$ cat config.mk
export PLATFORM = sky130hd
export DESIGN_NAME = mul_array
export DESIGN_NICKNAME = d
export VERILOG_FILES = /design/src/rtl/mul_array.sv
export SDC_FILE = /design/constraint.sdc
export NUM_CORES = 1
export LEC_CHECK = 0
export ABC_AREA = 1
export CAP_MARGIN = 20
export CELL_PAD_IN_SITES_DETAIL_PLACEMENT = 0
export CELL_PAD_IN_SITES_GLOBAL_PLACEMENT = 1
export CORE_ASPECT_RATIO = 0.9
export CORE_MARGIN = 2
export CORE_UTILIZATION = 45
export DETAILED_ROUTE_END_ITERATION = 8
export PLACE_DENSITY_LB_ADDON = 0.1
export SLEW_MARGIN = 20
export SYNTH_ARGS = -nofsm -noshare
export SYNTH_HDL_FRONTEND = slang
export SYNTH_SLANG_ARGS = --single-unit
$ cat constraint.sdc
create_clock -name clk -period 10.25 [get_ports clk]
set_input_delay 2.05 -clock clk [delete_from_list [all_inputs] [get_ports clk]]
set_output_delay 2.05 -clock clk [all_outputs]
set_load 0.01 [all_outputs]
$ cat src/rtl/mul_array.sv
// Multi-lane multiplier array: input FIFO, iteration/read sequencer and a 2-stage product pipeline.
// Optional MUL_ARRAY_SAT_EN: per-lane rounded right-shift with saturation to DATA_WIDTH.
module mul_array #(
    parameter int NUM_LANES              = 4,
    parameter int DATA_WIDTH             = 8,
    parameter int REP_INFO_WIDTH         = 16,
    parameter int FIFO_DEPTH             = 4,
    parameter int LOG_MAX_ITERS          = 16,
    parameter int LOG_MAX_READS_PER_ITER = 16,
    localparam int IN_WIDTH    = NUM_LANES * 2 * DATA_WIDTH + REP_INFO_WIDTH,
    localparam int OUT_WIDTH   = IN_WIDTH,
    localparam int SHIFT_WIDTH = $clog2(2 * DATA_WIDTH)
) (
    input  logic                              clk,
    input  logic                              rst,
    input  logic                              configure,
    input  logic [LOG_MAX_ITERS-1:0]          num_iters,
    input  logic [LOG_MAX_READS_PER_ITER-1:0] num_reads_per_iter,
    input  logic                              signed_mode,
    input  logic [SHIFT_WIDTH-1:0]            shift,
    input  logic [IN_WIDTH-1:0]               data_in,
    input  logic                              valid_in,
    output logic                              avail_out,
    output logic [OUT_WIDTH-1:0]              data_out,
    output logic                              valid_out,
    input  logic                              avail_in,
    output logic                              busy,
    output logic                              done
);
    localparam int PW        = 2 * DATA_WIDTH;
    localparam int LANE_BITS = NUM_LANES * PW;
    localparam int PTR_W     = $clog2(FIFO_DEPTH);

    logic [IN_WIDTH-1:0] fifo_mem [FIFO_DEPTH];
    logic [PTR_W-1:0]    wr_ptr_reg, rd_ptr_reg;
    logic [PTR_W:0]      count_reg;
    logic                full, almost_full, empty, wr_en, fire;
    logic [IN_WIDTH-1:0] head;

    logic [LOG_MAX_ITERS-1:0]          iters_cnt_reg;
    logic [LOG_MAX_READS_PER_ITER-1:0] reads_cnt_reg, reads_cfg_reg;
    logic                              signed_mode_reg, busy_reg, done_reg;

    logic [LANE_BITS-1:0]      product, prod_reg, result;
    logic [REP_INFO_WIDTH-1:0] rep_reg;
    logic                      valid1_reg;

    assign full        = (count_reg == (PTR_W + 1)'(FIFO_DEPTH));
    assign almost_full = (count_reg == (PTR_W + 1)'(FIFO_DEPTH - 1));
    assign empty       = (count_reg == '0);
    assign avail_out   = ~full & ~almost_full;
    assign wr_en       = valid_in & ~full;
    assign fire        = busy_reg & ~empty & avail_in & ~configure;
    assign head        = fifo_mem[rd_ptr_reg];
    assign busy        = busy_reg;
    assign done        = done_reg;

    // Storage is not reset; only the pointers define what is valid.
    always_ff @(posedge clk) begin
        if (wr_en)
            fifo_mem[wr_ptr_reg] <= data_in;
    end

    always_ff @(posedge clk or negedge rst) begin
        if (!rst) begin
            wr_ptr_reg <= '0;
            rd_ptr_reg <= '0;
            count_reg  <= '0;
        end else begin
            if (wr_en)
                wr_ptr_reg <= wr_ptr_reg + 1'b1;
            if (fire)
                rd_ptr_reg <= rd_ptr_reg + 1'b1;
            case ({wr_en, fire})
                2'b10:   count_reg <= count_reg + 1'b1;
                2'b01:   count_reg <= count_reg - 1'b1;
                default: count_reg <= count_reg;
            endcase
        end
    end

    // Sequencer: configure restarts counts; a zero count finishes immediately.
    always_ff @(posedge clk or negedge rst) begin
        if (!rst) begin
            iters_cnt_reg   <= '0;
            reads_cnt_reg   <= '0;
            reads_cfg_reg   <= '0;
            signed_mode_reg <= 1'b0;
            busy_reg        <= 1'b0;
            done_reg        <= 1'b0;
        end else begin
            done_reg <= 1'b0;
            if (configure) begin
                iters_cnt_reg   <= num_iters;
                reads_cnt_reg   <= num_reads_per_iter;
                reads_cfg_reg   <= num_reads_per_iter;
                signed_mode_reg <= signed_mode;
                if (num_iters != '0 && num_reads_per_iter != '0) begin
                    busy_reg <= 1'b1;
                end else begin
                    busy_reg <= 1'b0;
                    done_reg <= 1'b1;
                end
            end else if (fire) begin
                if (reads_cnt_reg == LOG_MAX_READS_PER_ITER'(1)) begin
                    reads_cnt_reg <= reads_cfg_reg;
                    if (iters_cnt_reg == LOG_MAX_ITERS'(1)) begin
                        busy_reg <= 1'b0;
                        done_reg <= 1'b1;
                    end else begin
                        iters_cnt_reg <= iters_cnt_reg - 1'b1;
                    end
                end else begin
                    reads_cnt_reg <= reads_cnt_reg - 1'b1;
                end
            end
        end
    end

    genvar gi;
    generate
        for (gi = 0; gi < NUM_LANES; gi++) begin : g_mul
            logic [DATA_WIDTH-1:0] act, wgt;
            logic [PW-1:0]         act_ext, wgt_ext;
            assign act     = head[gi*PW +: DATA_WIDTH];
            assign wgt     = head[gi*PW+DATA_WIDTH +: DATA_WIDTH];
            // Extending both operands to PW bits makes the truncated product exact in either mode.
            assign act_ext = {{DATA_WIDTH{signed_mode_reg & act[DATA_WIDTH-1]}}, act};
            assign wgt_ext = {{DATA_WIDTH{signed_mode_reg & wgt[DATA_WIDTH-1]}}, wgt};
            assign product[gi*PW +: PW] = act_ext * wgt_ext;
        end
    endgenerate

`ifdef MUL_ARRAY_SAT_EN
    logic                   s1_signed_reg;
    logic [SHIFT_WIDTH-1:0] shift_reg, s1_shift_reg;

    always_ff @(posedge clk or negedge rst) begin
        if (!rst) begin
            shift_reg     <= '0;
            s1_shift_reg  <= '0;
            s1_signed_reg <= 1'b0;
        end else begin
            if (configure)
                shift_reg <= shift;
            if (fire) begin
                s1_shift_reg  <= shift_reg;
                s1_signed_reg <= signed_mode_reg;
            end
        end
    end

    localparam logic signed [PW:0] SMAX = (PW + 1)'(2 ** (DATA_WIDTH - 1) - 1);
    localparam logic signed [PW:0] SMIN = (PW + 1)'(-(2 ** (DATA_WIDTH - 1)));
    localparam logic signed [PW:0] UMAX = (PW + 1)'(2 ** DATA_WIDTH - 1);

    generate
        for (gi = 0; gi < NUM_LANES; gi++) begin : g_sat
            logic signed [PW:0]    wide, shifted, rounded;
            logic [PW:0]           half_mask;
            logic                  round_bit;
            logic [DATA_WIDTH-1:0] sat;
            assign wide      = {s1_signed_reg & prod_reg[gi*PW+PW-1], prod_reg[gi*PW +: PW]};
            assign shifted   = wide >>> s1_shift_reg;
            assign half_mask = ((PW + 1)'(1) << s1_shift_reg) >> 1;
            assign round_bit = |(wide & half_mask);
            assign rounded   = shifted + $signed({{PW{1'b0}}, round_bit});
            always_comb begin
                sat = rounded[DATA_WIDTH-1:0];
                if (s1_signed_reg) begin
                    if (rounded > SMAX)
                        sat = SMAX[DATA_WIDTH-1:0];
                    else if (rounded < SMIN)
                        sat = SMIN[DATA_WIDTH-1:0];
                end else if (rounded > UMAX) begin
                    sat = UMAX[DATA_WIDTH-1:0];
                end
            end
            assign result[gi*PW +: PW] = {{DATA_WIDTH{s1_signed_reg & sat[DATA_WIDTH-1]}}, sat};
        end
    endgenerate
`else
    logic unused_shift;
    assign unused_shift = ^shift;
    assign result       = prod_reg;
`endif

    // Two-stage pipeline with no stall: anything fired always reaches the output.
    always_ff @(posedge clk or negedge rst) begin
        if (!rst) begin
            prod_reg   <= '0;
            rep_reg    <= '0;
            valid1_reg <= 1'b0;
            data_out   <= '0;
            valid_out  <= 1'b0;
        end else begin
            valid1_reg <= fire;
            if (fire) begin
                prod_reg <= product;
                rep_reg  <= head[IN_WIDTH-1 -: REP_INFO_WIDTH];
            end
            valid_out <= valid1_reg;
            if (valid1_reg)
                data_out <= {rep_reg, result};
        end
    end
endmodule

Word level (Yosys, flattened, before mapping) --
Memory sizes are Yosys's and may differ from the RTL's. Index checks and enable logic that the tools add are counted.
Operators by class: multipliers 4, bitwise operators 17, $add $sub $neg 6, equality and inequality tests 7, reductions and logical operators 10, muxes and demuxes 20
Operators with widths (count):
- $mux W16 | 7
- $mul A9 B9 Y16 | 4
- $eq A16 B1 Y1 const B | 2
- $reduce_bool A16 Y1 | 2
- $sub A16 B1 Y16 const B | 2
- $and A1 B1 Y1 | 13
- $mux W1 | 12
- $reduce_bool A2 Y1 | 4
- $pmux W3 S2 | 1
- $reduce_and A3 Y1 | 2
- $add A2 B1 Y2 const B | 2
- $not A1 Y1 | 4
- $add A3 B1 Y3 const B | 1
- $eq A3 B2 Y1 const B | 1
- $eq A3 B3 Y1 const B | 1
- $logic_not A3 Y1 | 1
- $sub A3 B1 Y3 const B | 1
- $eq A2 B1 Y1 const B | 1
- $eq A2 B2 Y1 const B | 1
- $ne A2 B2 Y1 const B | 1
- $logic_and A1 B1 Y1 | 1
Storage, ports and cells: memories kept 1, logic and storage cells 79, register bits 220, memory bits (writable) 320
Memories:
- fifo_mem | words 4, width 80, rd ports 1, clocked after memory_dff 0, wr ports 1, RTL line 34 | logic [IN_WIDTH-1:0] fifo_mem [FIFO_DEPTH];

Depth between registers and ports, before layout --
word-level depth 7, depth in mapped cells 30

Worst setup path before layout --
Ideal clock, no wire load.
path type input to register, start input valid_in, end memory fifo_mem[0][0] (netlist bit) (enable), data required time 9.731 ns, data arrival time 5.568 ns, library setup time 0.519 ns, stages 2, slack 4.163 ns, buffers on the path 0, cells stage by stage nand2_1 nor2_1
On the way: longest elaborated chain between the ends 3
RTL lines:
- start, declared | RTL line 22 | input logic valid_in,
- $and A1 B1 Y1 | RTL line 52 | assign wr_en = valid_in & ~full;
- $mux W1 | RTL line 60 | if (wr_en)
- $mux W1 (not written as such) | RTL line 61 | fifo_mem[wr_ptr_reg] <= data_in;
- end, declared | RTL line 34
No other way between the ends.

Worst setup path after layout --
start register rd_ptr_reg[1], end register prod_reg[31]
On the way: longest elaborated chain between the ends 3
RTL lines:
- start, declared | RTL line 35 | logic [PTR_W-1:0] wr_ptr_reg, rd_ptr_reg;
- start signal, assigned | RTL line 73 | rd_ptr_reg <= rd_ptr_reg + 1'b1;
- $mem_v2 Z4 W80 *
- $and A1 B1 Y1, on equally long branches | RTL line 128, 129
- $mul A9 B9 Y16 * | RTL line 130 | assign product[gi*PW +: PW] = act_ext * wgt_ext;
- end signal, assigned | RTL line 199 | prod_reg <= product;
- end, declared | RTL line 44 | logic [LANE_BITS-1:0] product, prod_reg, result;
Mark *: on every way between the ends. The rest lies on a longest branch, timed or not. A chain may end at the register's enable or synchronous reset.

==> results.yml <==
run_status:
  status: "finished clean"
floorplan:
  pin_count: 206
  std_cell_rows: 94
  start_util_pct: 45.2
  die_x_um: 289
  core_area_um2: 72800
  dieArea_um2: 75300
  dieHeight_um: 261
critical_path:
  critPathKind: "flop to flop"
  crit_end: "prod_reg[31]"
  cp.arrival_ps: 7520
  critPathLaunchType: "flop"
  r2r_cells: 25
  cp.required_ps: 10730
  critical_path_depth: 25
  reg2reg_from: "rd_ptr_reg[1]"
  slowest_stage: "fa_1"
  regToRegSetupSlack_ps: 3200
  setup.worst_path.start: "rd_ptr_reg[1]"
  max_stage_delay_ps: 600
  path_buf_inv: 9
  crit_top_cell: "inv_1"
  crit_family: "adder cells"
  crit_fanout: 74
  cp-end-kind: "flop"
  rr_endpoint: "prod_reg[31]"
finish:
  antennaDiodeCount: 0
  nNetsFinal: 3940
  drive_above_1_share_pct: 8.41
  syn_to_final_growth_pct: 15.0
  final_cells: 4433
  largest_reg_flops: 320
routing:
  post-route-drc-count: 0
  wirelength_um: 78800
  wl_per_cell_um: 17.8
  first_pass_iters: 5
  via_count: 22597
  via_per_inst: 5.10
  ant_nets: 0
  drt_iter0_markers: 1470
logic_synthesis:
  synth_ff_type: "edfxtp_1"
  ys_ff_latch: 540
  synthDistinctLibCells: 48
  yosys.area.top_type_share_pct: 29.2
  yosys.area_share.adder_pct: 20.7
  synth_top_family_by_area: "adder cells"
  synthesis.area_um2: 32900
  ys.warnings.count: 0
  syn_area_per_cell_um2: 10.1
  synth_edf_count: 320
  synth-compound-area-share_pct: 8.40
  synthMuxAreaShare_pct: 1.40
  syn_inst: 3243
  synth_area_leaders: "edfxtp_1, dfrtp_1, fa_1, nand2_1, ha_1"
  yosys.area.top_type: "edfxtp_1"
  synth_xor_area_share_pct: 1.33
  synthesis.nets: 3759
  yosysSeqAreaShare_pct: 45.9
  synthSimpleGateAreaFrac_pct: 14.6
  async_flop_share_pct: 40.7
timing:
  rsz0062_at_grt: "no"
  tightest_slew_ps: 1010
  min_period_ps: 7050
  hold_viol: 0
  slew_headroom_pct: 32.7
  tns_ps: 0
  period_share_pct: 68.7
  setup_viol: 0
  fmax_mhz: 142
  skew_ps: 53.2
  drv_slew: 0
min_path:
  whs_path_depth: 2
  min_path_type: "flop to flop"
global_routing:
  grt_start_max_net_pins: 130
  grt_pass1_wl_um: 126000
  antenna_found_initial: 8
  grt_pass1_vias: 22761
  globalRoute.totalOverflow: 0
  grt_util_all_layers_pct: 21.3
placement:
  gp_congestion: 0.861
  port_buffers: 201
  placed_cells: 4325
  dp_hpwl_um: 57200
clocking:
  clockRootBuffer: "clkbuf_16"
  clkSinkCount: 540
  cts_buffer_depth: 3
  cts_setup_buffers: 0
  ctsHoldBuffers: 0
  worstSkewPairLatency_ps: 640
  cts.clk_slew.worst_paths_ps: 60
  ctsResizeCount: 0
  h-tree-depth: 2
  cts_tree: "built"
  cts_buffers: 57
run:
  drv_cap: 0
## layout by cell type (no fill, tap or decap), types with 9 or more instances in the layout
master / netlist / routed
fa_1: 253 / 253
nor3_1: 21 / 21
nor2_2: 16 / 16
o221ai_1: 11 / 11
inv_2: 55 / 55
ha_1: 141 / 141
a32oi_2: 35 / 35
a32oi_1: 9 / 9
nand4_1: 11 / 11
mux2_2: 41 / 41
clkinv_1: 1 / 9
a21oi_1: 124 / 124
nand2_1: 693 / 693
xor2_1: 35 / 35
o21ai_0: 151 / 151
a31oi_1: 10 / 10
nand3_1: 93 / 93
dfrtp_1: 220 / 218
o22ai_1: 19 / 19
bufinv_16: 0 / 11
clkdlybuf4s50_1: 0 / 200
buf_4: 12 / 18
edfxtp_1: 320 / 320
clkbuf_16: 0 / 59
nor2_1: 347 / 342
inv_1: 460 / 459
xnor2_1: 15 / 15
## cells in the mapped netlist (15+ instances only)
cell type / instances
a21oi_1: 124
a32oi_2: 35
buf_2: 40
clkbuf_1: 27
dfrtp_1: 220
edfxtp_1: 320
fa_1: 253
ha_1: 141
inv_1: 460
inv_2: 55
mux2_2: 41
nand2_1: 693
nand3_1: 93
nor2_1: 347
nor2_2: 16
nor3_1: 21
o21ai_0: 151
o22ai_1: 19
xnor2_1: 15
xor2_1: 35
## through the flow
step | util (%) | instance area (um2) | hold slack, ps | setup WS (ps)
final | 52.0 | 37900 | 468 | 3200
after global routing | 52.0 | 37900 | 492 | 2660
after CTS | 52.0 | 37900 | 469 | 3180
after detailed placement | 49.1 | 35800 | 455 | 3200
after global placement | 49.1 | 35800 | 446 | 3290
after floorplan | - | 32900 | 370 | 4160
## worst reg2reg max path, delay by kind of cell (launching register included)
| kind | cells | cell delay (ps) |
|---|---|---|
| AOI/OAI and AO/OA | 4 | 940 |
| adders and majority gates | 6 | 2820 |
| buffers and inverters | 9 | 2120 |
| DFF | 1 | 360 |
| and+or+nand+nor | 6 | 670 |
## layout make-up
cell class              instances  area (um2)
flip-flops and latches        540       15100
well taps                     960        1200
fillers                      6554       34900
multi-input cells            2088       15300
repair buffers                220        2170
inverters                     517        1950
clock buffers                  71        1580
clock inverters                37         512
## kinds of logic after synthesis
group                      count (synthesis)
xor gates and xnor gates                  50
DFF                                      540
buffers and inverters                    615
AOI/OAI and AO/OA                        400
adders and majority gates                394
muxes                                     41
and+or+nand+nor                         1203
## per-layer routing
metal | GRT usage, % | routed length [um] | vias to the layer above
li1 | - | - | 10835
met2 | 33.0 | 35200 | 475
met1 | 31.5 | 38300 | 11167
met5 | 0 | 72 | -
met3 | 3.43 | 3790 | 108
met4 | 4.83 | 1510 | 12
## worst min path at each step
stage	from	endpoint	slack, ps
after floorplan	valid1_reg	valid_out	370
final	reads_cfg_reg[0]	reads_cfg_reg[0]	470
after global placement	reads_cfg_reg[4]	reads_cfg_reg[4]	450
after global routing	reads_cfg_reg[6]	reads_cfg_reg[6]	490
after CTS	reads_cfg_reg[0]	reads_cfg_reg[0]	470
after detailed placement	reads_cfg_reg[0]	reads_cfg_reg[0]	450
Power is left out: the tool's default activity adds up to more than one toggle a clock period on the data nets, which glitch-free logic cannot reach.
